`src/rtl/mc_control_fsm.sv`:
```
// mc_control_fsm: multicycle MIPS control unit with memory handshake, illegal-op trap and retire counter
module mc_control_fsm #(
  parameter bit MEM_HANDSHAKE = 1'b1,
  parameter int CNT_W = 32
) (
  input  logic             Clk,
  input  logic             Reset,
  input  logic [5:0]       Opcode,
  input  logic [5:0]       Funct,
  input  logic             Zero,
  input  logic             MemReady,
  output logic             MemRead,
  output logic             MemWrite,
  output logic             IorD,
  output logic             IRWrite,
  output logic             RegDst,
  output logic             MemtoReg,
  output logic             RegWrite,
  output logic             ALUSrcA,
  output logic [1:0]       ALUSrcB,
  output logic [2:0]       ALUControl,
  output logic [1:0]       PCSrc,
  output logic             PCEn,
  output logic             InstrDone,
  output logic             IllegalOp,
  output logic [3:0]       State,
  output logic [CNT_W-1:0] RetiredCount
);
  typedef enum logic [3:0] {
    FETCH = 4'd0, DECODE = 4'd1, MEMADR = 4'd2, MEMRD = 4'd3, MEMWB = 4'd4,
    MEMWR = 4'd5, EXEC = 4'd6, ALUWB = 4'd7, BRANCH = 4'd8, ADDIEX = 4'd9,
    ADDIWB = 4'd10, JUMP = 4'd11, TRAP = 4'd12
  } state_t;
  state_t state_q, state_d;
  logic done_q, done_d;
  logic [CNT_W-1:0] cnt_q, cnt_d;
  logic stall, funct_ok, ir_write, pc_write, branch, mem_write, reg_write;
  logic [2:0] funct_alu;
  assign stall = MEM_HANDSHAKE && !MemReady;
  assign funct_ok = Funct inside {6'b100000, 6'b100010, 6'b100100, 6'b100101, 6'b101010};
  assign funct_alu = Funct == 6'b100010 ? 3'b110 :
                     Funct == 6'b100100 ? 3'b000 :
                     Funct == 6'b100101 ? 3'b001 :
                     Funct == 6'b101010 ? 3'b111 : 3'b010;
  always_comb begin
    state_d = state_q;
    MemRead = 1'b0;
    IorD = 1'b0;
    ir_write = 1'b0;
    RegDst = 1'b0;
    MemtoReg = 1'b0;
    reg_write = 1'b0;
    ALUSrcA = 1'b0;
    ALUSrcB = 2'b00;
    ALUControl = 3'b010;
    PCSrc = 2'b00;
    pc_write = 1'b0;
    branch = 1'b0;
    mem_write = 1'b0;
    IllegalOp = 1'b0;
    case (state_q)
      FETCH: begin
        MemRead = 1'b1;
        ALUSrcB = 2'b01;
        ir_write = !stall;
        pc_write = !stall;
        state_d = stall ? FETCH : DECODE;
      end
      DECODE: begin
        ALUSrcB = 2'b11;
        state_d = (Opcode == 6'b100011 || Opcode == 6'b101011) ? MEMADR :
                  Opcode == 6'b000000 ? EXEC :
                  Opcode == 6'b000100 ? BRANCH :
                  Opcode == 6'b001000 ? ADDIEX :
                  Opcode == 6'b000010 ? JUMP : TRAP;
      end
      MEMADR: begin
        ALUSrcA = 1'b1;
        ALUSrcB = 2'b10;
        state_d = Opcode == 6'b101011 ? MEMWR : MEMRD;
      end
      MEMRD: begin
        MemRead = 1'b1;
        IorD = 1'b1;
        state_d = stall ? MEMRD : MEMWB;
      end
      MEMWB: begin
        MemtoReg = 1'b1;
        reg_write = 1'b1;
        state_d = FETCH;
      end
      MEMWR: begin
        IorD = 1'b1;
        mem_write = !stall;
        state_d = stall ? MEMWR : FETCH;
      end
      EXEC: begin
        ALUSrcA = 1'b1;
        ALUControl = funct_alu;
        state_d = funct_ok ? ALUWB : TRAP;
      end
      ALUWB: begin
        RegDst = 1'b1;
        reg_write = 1'b1;
        state_d = FETCH;
      end
      BRANCH: begin
        ALUSrcA = 1'b1;
        ALUControl = 3'b110;
        PCSrc = 2'b01;
        branch = 1'b1;
        state_d = FETCH;
      end
      ADDIEX: begin
        ALUSrcA = 1'b1;
        ALUSrcB = 2'b10;
        state_d = ADDIWB;
      end
      ADDIWB: begin
        reg_write = 1'b1;
        state_d = FETCH;
      end
      JUMP: begin
        PCSrc = 2'b10;
        pc_write = 1'b1;
        state_d = FETCH;
      end
      default: IllegalOp = 1'b1;
    endcase
    // enables must stay low for the whole time Reset is held, even in FETCH
    MemWrite = mem_write && !Reset;
    IRWrite = ir_write && !Reset;
    RegWrite = reg_write && !Reset;
    PCEn = (pc_write || (branch && Zero)) && !Reset;
    done_d = (state_q inside {MEMWB, ALUWB, BRANCH, ADDIWB, JUMP}) || (state_q == MEMWR && !stall);
    cnt_d = cnt_q + CNT_W'(done_d);
  end
  always_ff @(posedge Clk or posedge Reset) begin
    if (Reset) begin
      state_q <= FETCH;
      done_q <= 1'b0;
      cnt_q <= '0;
    end else begin
      state_q <= state_d;
      done_q <= done_d;
      cnt_q <= cnt_d;
    end
  end
  assign State = state_q;
  assign InstrDone = done_q;
  assign RetiredCount = cnt_q;
endmodule

```
`config.mk`:
```
export PLATFORM = sky130hd
export DESIGN_NAME = mc_control_fsm
export DESIGN_NICKNAME = d
export VERILOG_FILES = /design/src/rtl/mc_control_fsm.sv
export SDC_FILE = /design/constraint.sdc
export NUM_CORES = 1
export LEC_CHECK = 0
export ABC_AREA = 0
export CORE_ASPECT_RATIO = 0.7
export CORE_MARGIN = 8
export CORE_UTILIZATION = 49
export DETAILED_ROUTE_END_ITERATION = 10
export PLACE_DENSITY_LB_ADDON = 0.25
export SYNTH_ARGS = -nofsm -noshare
export SYNTH_HDL_FRONTEND = slang
export SYNTH_SLANG_ARGS = --single-unit
```
`constraint.sdc`:
```
create_clock -name Clk -period 4.25 [get_ports Clk]
set_clock_uncertainty 0.15 [all_clocks]
set_input_delay 0.85 -clock Clk [delete_from_list [all_inputs] [get_ports Clk]]
set_output_delay 0.85 -clock Clk [all_outputs]
set_load 0.01 [all_outputs]
```
# After elaboration in Yosys (flattened, before gate mapping)
# Index checks and enable logic that the tools add are counted.
[word_totals] ff_bits=37 input_bits=16 out_inout_bits=54 wordCells=76
[classes] add_sub_neg=1 eq_ne=21 mux=29 reduce_logical=22
[ops] cell="$eq 6x6->1 const B" count=7
[ops] cell="$add 32x1->32" count=1
[ops] cell="$pmux 4 s8" count=1
[ops] cell="$mux 3" count=10
[ops] cell="$eq 4x3->1 const B" count=4
[ops] cell="$eq 4x4->1 const B" count=4
[ops] cell="$mux 4" count=3
[ops] cell="$reduce_or 12->1" count=1
[ops] cell="$mux 1" count=11
[ops] cell="$reduce_bool 5->1" count=2
[ops] cell="$eq 4x2->1 const B" count=2
[ops] cell="$reduce_bool 8->1" count=1
[ops] cell="$eq 6x2->1 const B" count=1
[ops] cell="$eq 6x3->1 const B" count=1
[ops] cell="$eq 6x4->1 const B" count=1
[ops] cell="$logic_and 1x1->1" count=6
[ops] cell="$logic_not 6->1" count=1
[ops] cell="$pmux 2 s3" count=1
[ops] cell="$pmux 3 s2" count=1
[ops] cell="$reduce_or 2->1" count=3
[ops] cell="$reduce_or 5->1" count=1
[ops] cell="$eq 4x1->1 const B" count=1
[ops] cell="$logic_not 4->1" count=1
[ops] cell="$pmux 2 s2" count=1
[ops] cell="5 further kinds" count=7

# Logic depth before layout (Yosys ltp)
# Gate-level depths: netlist of the first run.
[logic_depth] ltp_word=7 ltp_mapped=14 ltp_nobuf=11

# Worst setup path before layout of the first run
# OpenSTA, ideal clock, no wires.
[synth_timing] kind="input to output" from="input port Reset" to="output port RegWrite" arrival_ps=1910 t_required_ps=3250 path_slack_ps=1340 path_stages=2 n_path_buf=0 path_cell_list="inv_1 -> o21a_1"
[synth_via] elab_chain_len=2
[synth_lines] element="start: declaration" line_no="7" text="input logic Reset,"
[synth_lines] element="$logic_not 1->1 (no line)"
[synth_lines] element="$logic_and 1x1->1" line_no="133" text="RegWrite = reg_write && !Reset;"
[synth_lines] element="end: declaration" line_no="18" text="output logic RegWrite,"
# Every way passes these cells.

# Worst setup path after layout of the first run
[layout_timing] from="input port MemReady" to="output port PCEn"
[layout_via] elab_chain_len=3
[layout_lines] element="start: declaration" line_no="11" text="input logic MemReady,"
[layout_lines] element="$pmux 1 s2" line_no="61" text="case (state_q)"
[layout_lines] element="$logic_or 1x1->1" line_no="134" text="PCEn = (pc_write || (branch && Zero)) && !Reset;"
[layout_lines] element="$logic_and 1x1->1" line_no="134"
[layout_lines] element="end: declaration" line_no="23" text="output logic PCEn,"
# Every way passes these cells.

==> results of run 1 <==
[per-layer routing]
layer	track usage [%]	up-vias
li1	-	890
met1	23.19	853
met2	22.00	84
met3	4.651	6
met4	3.678	0
met5	0	-
[logic make-up (layout without fill, tap and decap cells)]
kind of cell	count (synthesis)	in the layout	synth area share, %
AND/OR/NAND/NOR	95	95	25.93
flip-flops	37	37	44.31
XOR/XNOR	31	31	12.99
AO/OA/AOI/OAI	26	26	8.264
buffers and inverters	14	83	3.293
adder cells (fa/ha/maj)	7	7	4.191
multiplexers	2	2	1.018
[stage by stage]
step	cells	util (%)
global route	336	68.76
finish	336	68.76
CTS	336	68.76
floorplan	212	-
detailed placement	328	66.36
global placement	328	66.36
[power by group through the flow]
stage / logic, mW / clock network (mW) / registers (mW)
floorplan: 0.266 / 0 / 0.467
global placement: 0.509 / 0 / 0.478
detailed placement: 0.514 / 0 / 0.478
CTS: 0.518 / 0.271 / 0.473
global route: 0.567 / 0.288 / 0.486
finish: 0.515 / 0.268 / 0.473
[worst max-delay path by stage]
stage	to	cells after the start	start	slack, ps
3_3_place_gp	PCEn	5	MemReady	820
6_report	PCEn	5	MemReady	730
3_5_place_dp	PCEn	5	MemReady	760
4_1_cts	PCEn	5	MemReady	760
5_1_grt	ALUSrcB[1]	4	State[0]$_DFFE_PP0P_	650
2_1_floorplan	RegWrite	2	Reset	1340
[worst reg2reg max path: stages (launching register included)]
cell and delay [ps]:
dfrtp_1 430, inv_1 120, ha_1 350, nor2b_1 170, nor2_1 60, a21oi_1 180, ha_1 250, ha_1 250
and3_1 320, and2_4 240, nand4_1 120, xnor2_1 140
[layout by cell type (no fill, tap or decap), drive strengths merged, types with 3 or more instances in the layout]
cell type,count
inv,5
and2,4
a21oi,5
nor2,10
nor3,5
and4,7
nand4,9
clkdlybuf4s50,69
o31ai,3
and3,9
ha,7
nand4b,3
o21ai,6
dfrtp,37
nand2,18
clkbuf,7
nand3,14
xnor2,29
nor2b,6
[cell type report]
cell class | instances | area, µm²
clock buffer | 7 | 96.34
sequential | 37 | 925.9
clock inverter | 1 | 5.005
multi-input combinational | 161 | 1095
inverter | 5 | 18.77
fill | 345 | 1321
timing repair buffer | 70 | 698.2
tap | 55 | 68.82
[registers in the layout (all words and copies together) (netlist names)]
register      count
InstrDone         1
State             4
RetiredCount     32
==> results.txt, run 1 <==
setup violators final - 0
CTS buffer count - 5
CP Max Fanout - 6
async set or reset register ratio after synthesis - 100.0%
Yosys reg bits - 37
worst r2r path cells - 11
gp weighted congestion - 0.8786
outcome - finished, final reports clean
WP data arrival - 2520 ps
first-pass GRT wire length - 8.618 mm
PnR worst setup slack - 729.0 ps
Worst setup SP type - input port
critical-path cell list - clkdlybuf4s50_1, nor2b_1, and3_1, o21bai_1, clkdlybuf4s50_1
GRT overflow - 0
CTS sink cnt - 37
Final Cycle Share - 82.85%
nets@finish - 303
row cnt - 20
WL met1 - 2.495 mm
launching point of the worst reg2reg path - State[3]$_DFFE_PP0P_
largest net degree at the start of global routing - 38
count of different cell masters after synthesis - 45
Yosys warning count - 0
syn nets - 235
Synth Instances - 212
Crit path required time - 3250 ps
Worst Hold Path EP - RetiredCount[31]$_DFF_PP0_
DR top layer - met4
Crit. End Element - output port
final antenna-violating net count - 0
core box area - 4229 µm²
Min-Delay Startpoint - RetiredCount[31]$_DFF_PP0_
vias in the first global route - 1710
chip width - 94.05 µm
sequential share of the synthesized area - 44.31%
most numerous cell on the critical path - clkdlybuf4s50_1
largest area contributor in the synthesized netlist - dfrtp_1
most common cell in the synthesized netlist - dfrtp_1
Longest Clk Path Bufs - 2
post-DR wirelength/cell - 15.36 µm
count of maximum capacitance violations - 0
Detailed Place HPWL - 4.046 mm
hold depth - 1
CTS tree - built
# diodes - 0
Root Buffer - clkbuf_8
vias - 1833
Sequential Power Share - 37.7%
worst skew pair latency - 280 ps
Setup CP Type - input port to output port
die area - 6643 µm²
Reg2Reg Setup Slack - 1360 ps
buffer count from post-CTS setup fixing - 0
PwrDens - 431.8 nW/µm²
sw frac - 35.30%
Setup Slack @ Placement - 759.0 ps
Hold Crit Class - flop to flop
Internal - 0.8124 mW
worst-margin pin slew - 658.4 ps
Psw - 0.4433 mW
hold slack final - 337.4 ps
Synth top area share - 44.31%
Rel. slew slack - 56.01%
WL met2 - 2.177 mm
Avg Inst Size Synth - 9.856 µm²
Post-route DRC - 0
Initial DRC Count - 139
P_leak - 1.202 nW
synth top area cells - dfrtp_1 44%, xnor2_1 12%, ha_1 4.2%, nand3_1 3.4%, nand2_1 3.2%
cts repair resizes - 0
Synth top cells by count - 37 x dfrtp_1, 29 x xnor2_1, 18 x nand2_1
IO buf count - 69
hold buffer count at CTS - 0
crit-path leading delay family - buffers and inverters
final hold vios - 0
Largest stage delay, worst path - 610 ps
FF-to-FF End - RetiredCount[16]$_DFF_PP0_
overall global routing resource usage - 15.84%
num ports - 70
antenna violations before repair - 0
Layout area overhead - 39.16%
RSZ-0062 raised after global routing - no
Synth Flop Type - dfrtp_1
WL met3 - 433 µm
CP max stage cell - clkdlybuf4s50_1
EDFF count, synth - 0
Max IR drop VDD - 0.3290 mV
Final Power - 1.256 mW
post-route cell area - 2908 µm²
layout cells sized above 1 - 4.982%
Clock Power Share - 21.3%
Initial Util - 49.41%
DR pass1 iterations - 4
Max Slew Vio Count - 0
H-tree Lvls - 2
Worst-path clk slew - 70 ps
Setup TNS - 0 ps
Highest Clock Rate - 284.0 MHz
Tmin final - 3521 ps
logic gate share of total power - 41.0%
Mapped Area - 2090 µm²
Post-DP Area - 2806 µm²
Final Routed Wirelength - 5.161 mm
DR vias/cell - 5.455
CP bufs+invs - 2
die height - 70.64 µm
(Power assumes the default switching activity.)
==> run 2, diff against run 1 <==
--- a/config.mk
+++ b/config.mk
@@ -8,7 +8,7 @@
 export ABC_AREA = 0
 export CORE_ASPECT_RATIO = 0.7
 export CORE_MARGIN = 8
-export CORE_UTILIZATION = 49
+export CORE_UTILIZATION = 41
 export DETAILED_ROUTE_END_ITERATION = 10
 export PLACE_DENSITY_LB_ADDON = 0.25
 export SYNTH_ARGS = -nofsm -noshare
==> constraint.sdc (replaced) <==
create_clock -name Clk -period 3.2 [get_ports Clk]
set_clock_uncertainty 0.15 [all_clocks]
set_input_delay 0.64 -clock Clk [delete_from_list [all_inputs] [get_ports Clk]]
set_output_delay 0.64 -clock Clk [all_outputs]
set_load 0.01 [all_outputs]
==> results.txt, run 2 (synthesis gave the netlist of run 1 again) <==
outcome - finished, final reports clean
die area - 7673 µm² (+15%)
chip width - 101.3 µm (+7.7%)
met3 Use GR - 4.653% (about the same)
Reg2Reg Setup Slack - 500 ps (-860 ps)
Highest Clock Rate - 334.5 MHz
Final Cycle Share - 93.42%
Min-Delay Startpoint - RetiredCount[31]$_DFF_PP0_
worst skew pair latency - 290 ps (about the same)
CTS tree - built
vias - 1855 (+1.2%)
Final Routed Wirelength - 5.395 mm (+4.5%)
Initial DRC Count - 130 (-6.5%)
launching point of the worst reg2reg path - State[3]$_DFFE_PP0P_
commonest non-fill, non-tap cells in the layout - 69 x clkdlybuf4s50_1, 37 x dfrtp_1, 29 x xnor2_1
Max IR drop VDD - 0.3958 mV (+20%)
row cnt - 21 (+5.0%)
buffer count from post-CTS setup fixing - 0 (unchanged)
CTS buffer count - 5 (unchanged)
P_leak - 1.241 nW (+3.2%)
Max Slew Vio Count - 0 (unchanged)
Crit. End Element - output port
Rel. slew slack - 69.40% (+13 points)
Setup TNS - 0 ps (unchanged)
setup violators final - 0 (unchanged)
core box area - 4835 µm² (+14%)
WP data arrival - 2200 ps (-320 ps)
RSZ-0062 raised after global routing - no
commonest non-fill, non-tap cell in the layout - clkdlybuf4s50_1
CTS sink cnt - 37 (unchanged)
PwrDens - 592.7 nW/µm² (+37%)
Detailed Place HPWL - 4.306 mm (+6.4%)
worst-margin pin slew - 459.0 ps (-199.5 ps)
die height - 75.73 µm (+7.2%)
Longest Clk Path Bufs - 2 (unchanged)
first-pass GRT wire length - 8.735 mm (+1.4%)
Tmin final - 2989 ps
Hold Crit Class - flop to flop
gp weighted congestion - 0.9062 (+3.1%)
busiest metal layer after global routing - met2
grt met2 use - 21.80% (-0.20 points)
FF-to-FF End - RetiredCount[16]$_DFF_PP0_
Crit path required time - 2410 ps (-840 ps)
count of maximum capacitance violations - 0 (unchanged)
DR vias/cell - 5.196 (-4.8%)
final antenna-violating net count - 0 (unchanged)
post-DR wirelength/cell - 15.11 µm (-1.6%)
Setup CP Type - flop to output port
Layout area overhead - 43.53%
Root Buffer - clkbuf_8
DR pass1 iterations - 4 (unchanged)
Largest register FFs - 32 (unchanged)
H-tree Lvls - 2 (unchanged)
# diodes - 0 (unchanged)
GRT overflow - 0 (unchanged)
Worst setup SP type - flop
Post-route DRC - 0 (unchanged)
largest net degree at the start of global routing - 38 (unchanged)
vias in the first global route - 1715 (+0.29%)
CP Max Fanout - 16 (+10)
IO buf count - 69 (unchanged)
met1 Track Usage GR - 19.65% (-3.5 points)
layout cells sized above 1 - 7.639% (+2.7 points)
Initial Util - 43.22% (-6.2 points)
Worst Hold Path EP - RetiredCount[31]$_DFF_PP0_
placed cell count - 349 (+6.4%)
Post-Layout Cell Count - 357 (+6.3%)
nets@finish - 310 (+2.3%)
final hold vios - 0 (unchanged)
hold depth - 1 (unchanged)
num ports - 70 (unchanged)
antenna violations before repair - 0 (unchanged)
worst r2r path cells - 11 (unchanged)
overall global routing resource usage - 14.54% (-1.3 points)
hold buffer count at CTS - 0 (unchanged)
Worst-path clk slew - 70 ps (about the same)
==> run 2: critical path: stages (launching register included) <==
cell and delay (ps):
dfrtp_1 440, inv_1 140, ha_2 370, nand2_1 180, o21ai_0 210, clkdlybuf4s50_1 580
==> run 2: worst max path at each step <==
stage / start / end / slack (ps) / cells after the start
after floorplan: State[3]$_DFFE_PP0P_ / RetiredCount[16]$_DFF_PP0_ / 630 / 14
after global placement: MemReady / PCEn / 290 / 5
after detailed placement: MemReady / RetiredCount[16]$_DFF_PP0_ / 210 / 10
after CTS: State[2]$_DFFE_PP0P_ / ALUSrcB[1] / 50 / 5
after global routing: State[3]$_DFFE_PP0P_ / RegWrite / 20 / 6
final: State[2]$_DFFE_PP0P_ / ALUSrcB[1] / 210 / 5
==> run 2: metal layers <==
metal  share of wire [%]  vias up
met3                 8.2        4
li1                    -      917
met5                   0        -
met2                  44       53
met1                  48      881
met4                0.61        0
==> run 2: timing repair <==
action / 4_1_cts / 5_1_grt
resized for setup: 0 / 1
hold endpoints to repair: 0 / 0
setup endpoints to repair: 0 / 3
==> run 2: final cells by class <==
cell class / instances / area [µm²]
inverter: 5 / 18.77
tap: 69 / 86.33
multi-input combinational: 161 / 1097
clock inverter: 2 / 37.54
clock buffer: 6 / 82.58
sequential: 37 / 925.9
fill: 430 / 1836
timing repair buffer: 77 / 750.7
==> run 2: through the flow <==
stage               utilization (%)  hold WS (ps)  area, µm²  setup slack, ps  total power [mW]
floorplan                         -         357.5       2090            625.6            0.9742
global placement              59.50         309.1       2877            290.1             1.362
detailed placement            59.50         315.8       2877            214.3             1.363
CTS                           61.98         326.1       2997            52.45             1.789
global route                  62.03         363.2       2999            15.94             1.882
finish                        62.03         326.2       2999            210.6             1.778
==> run 2: report_power, final <==
part           switching, mW  internal [mW]  total (mW)
Clock                  0.160          0.253       0.413
Sequential            0.0791          0.528       0.607
Combinational          0.367          0.390       0.757
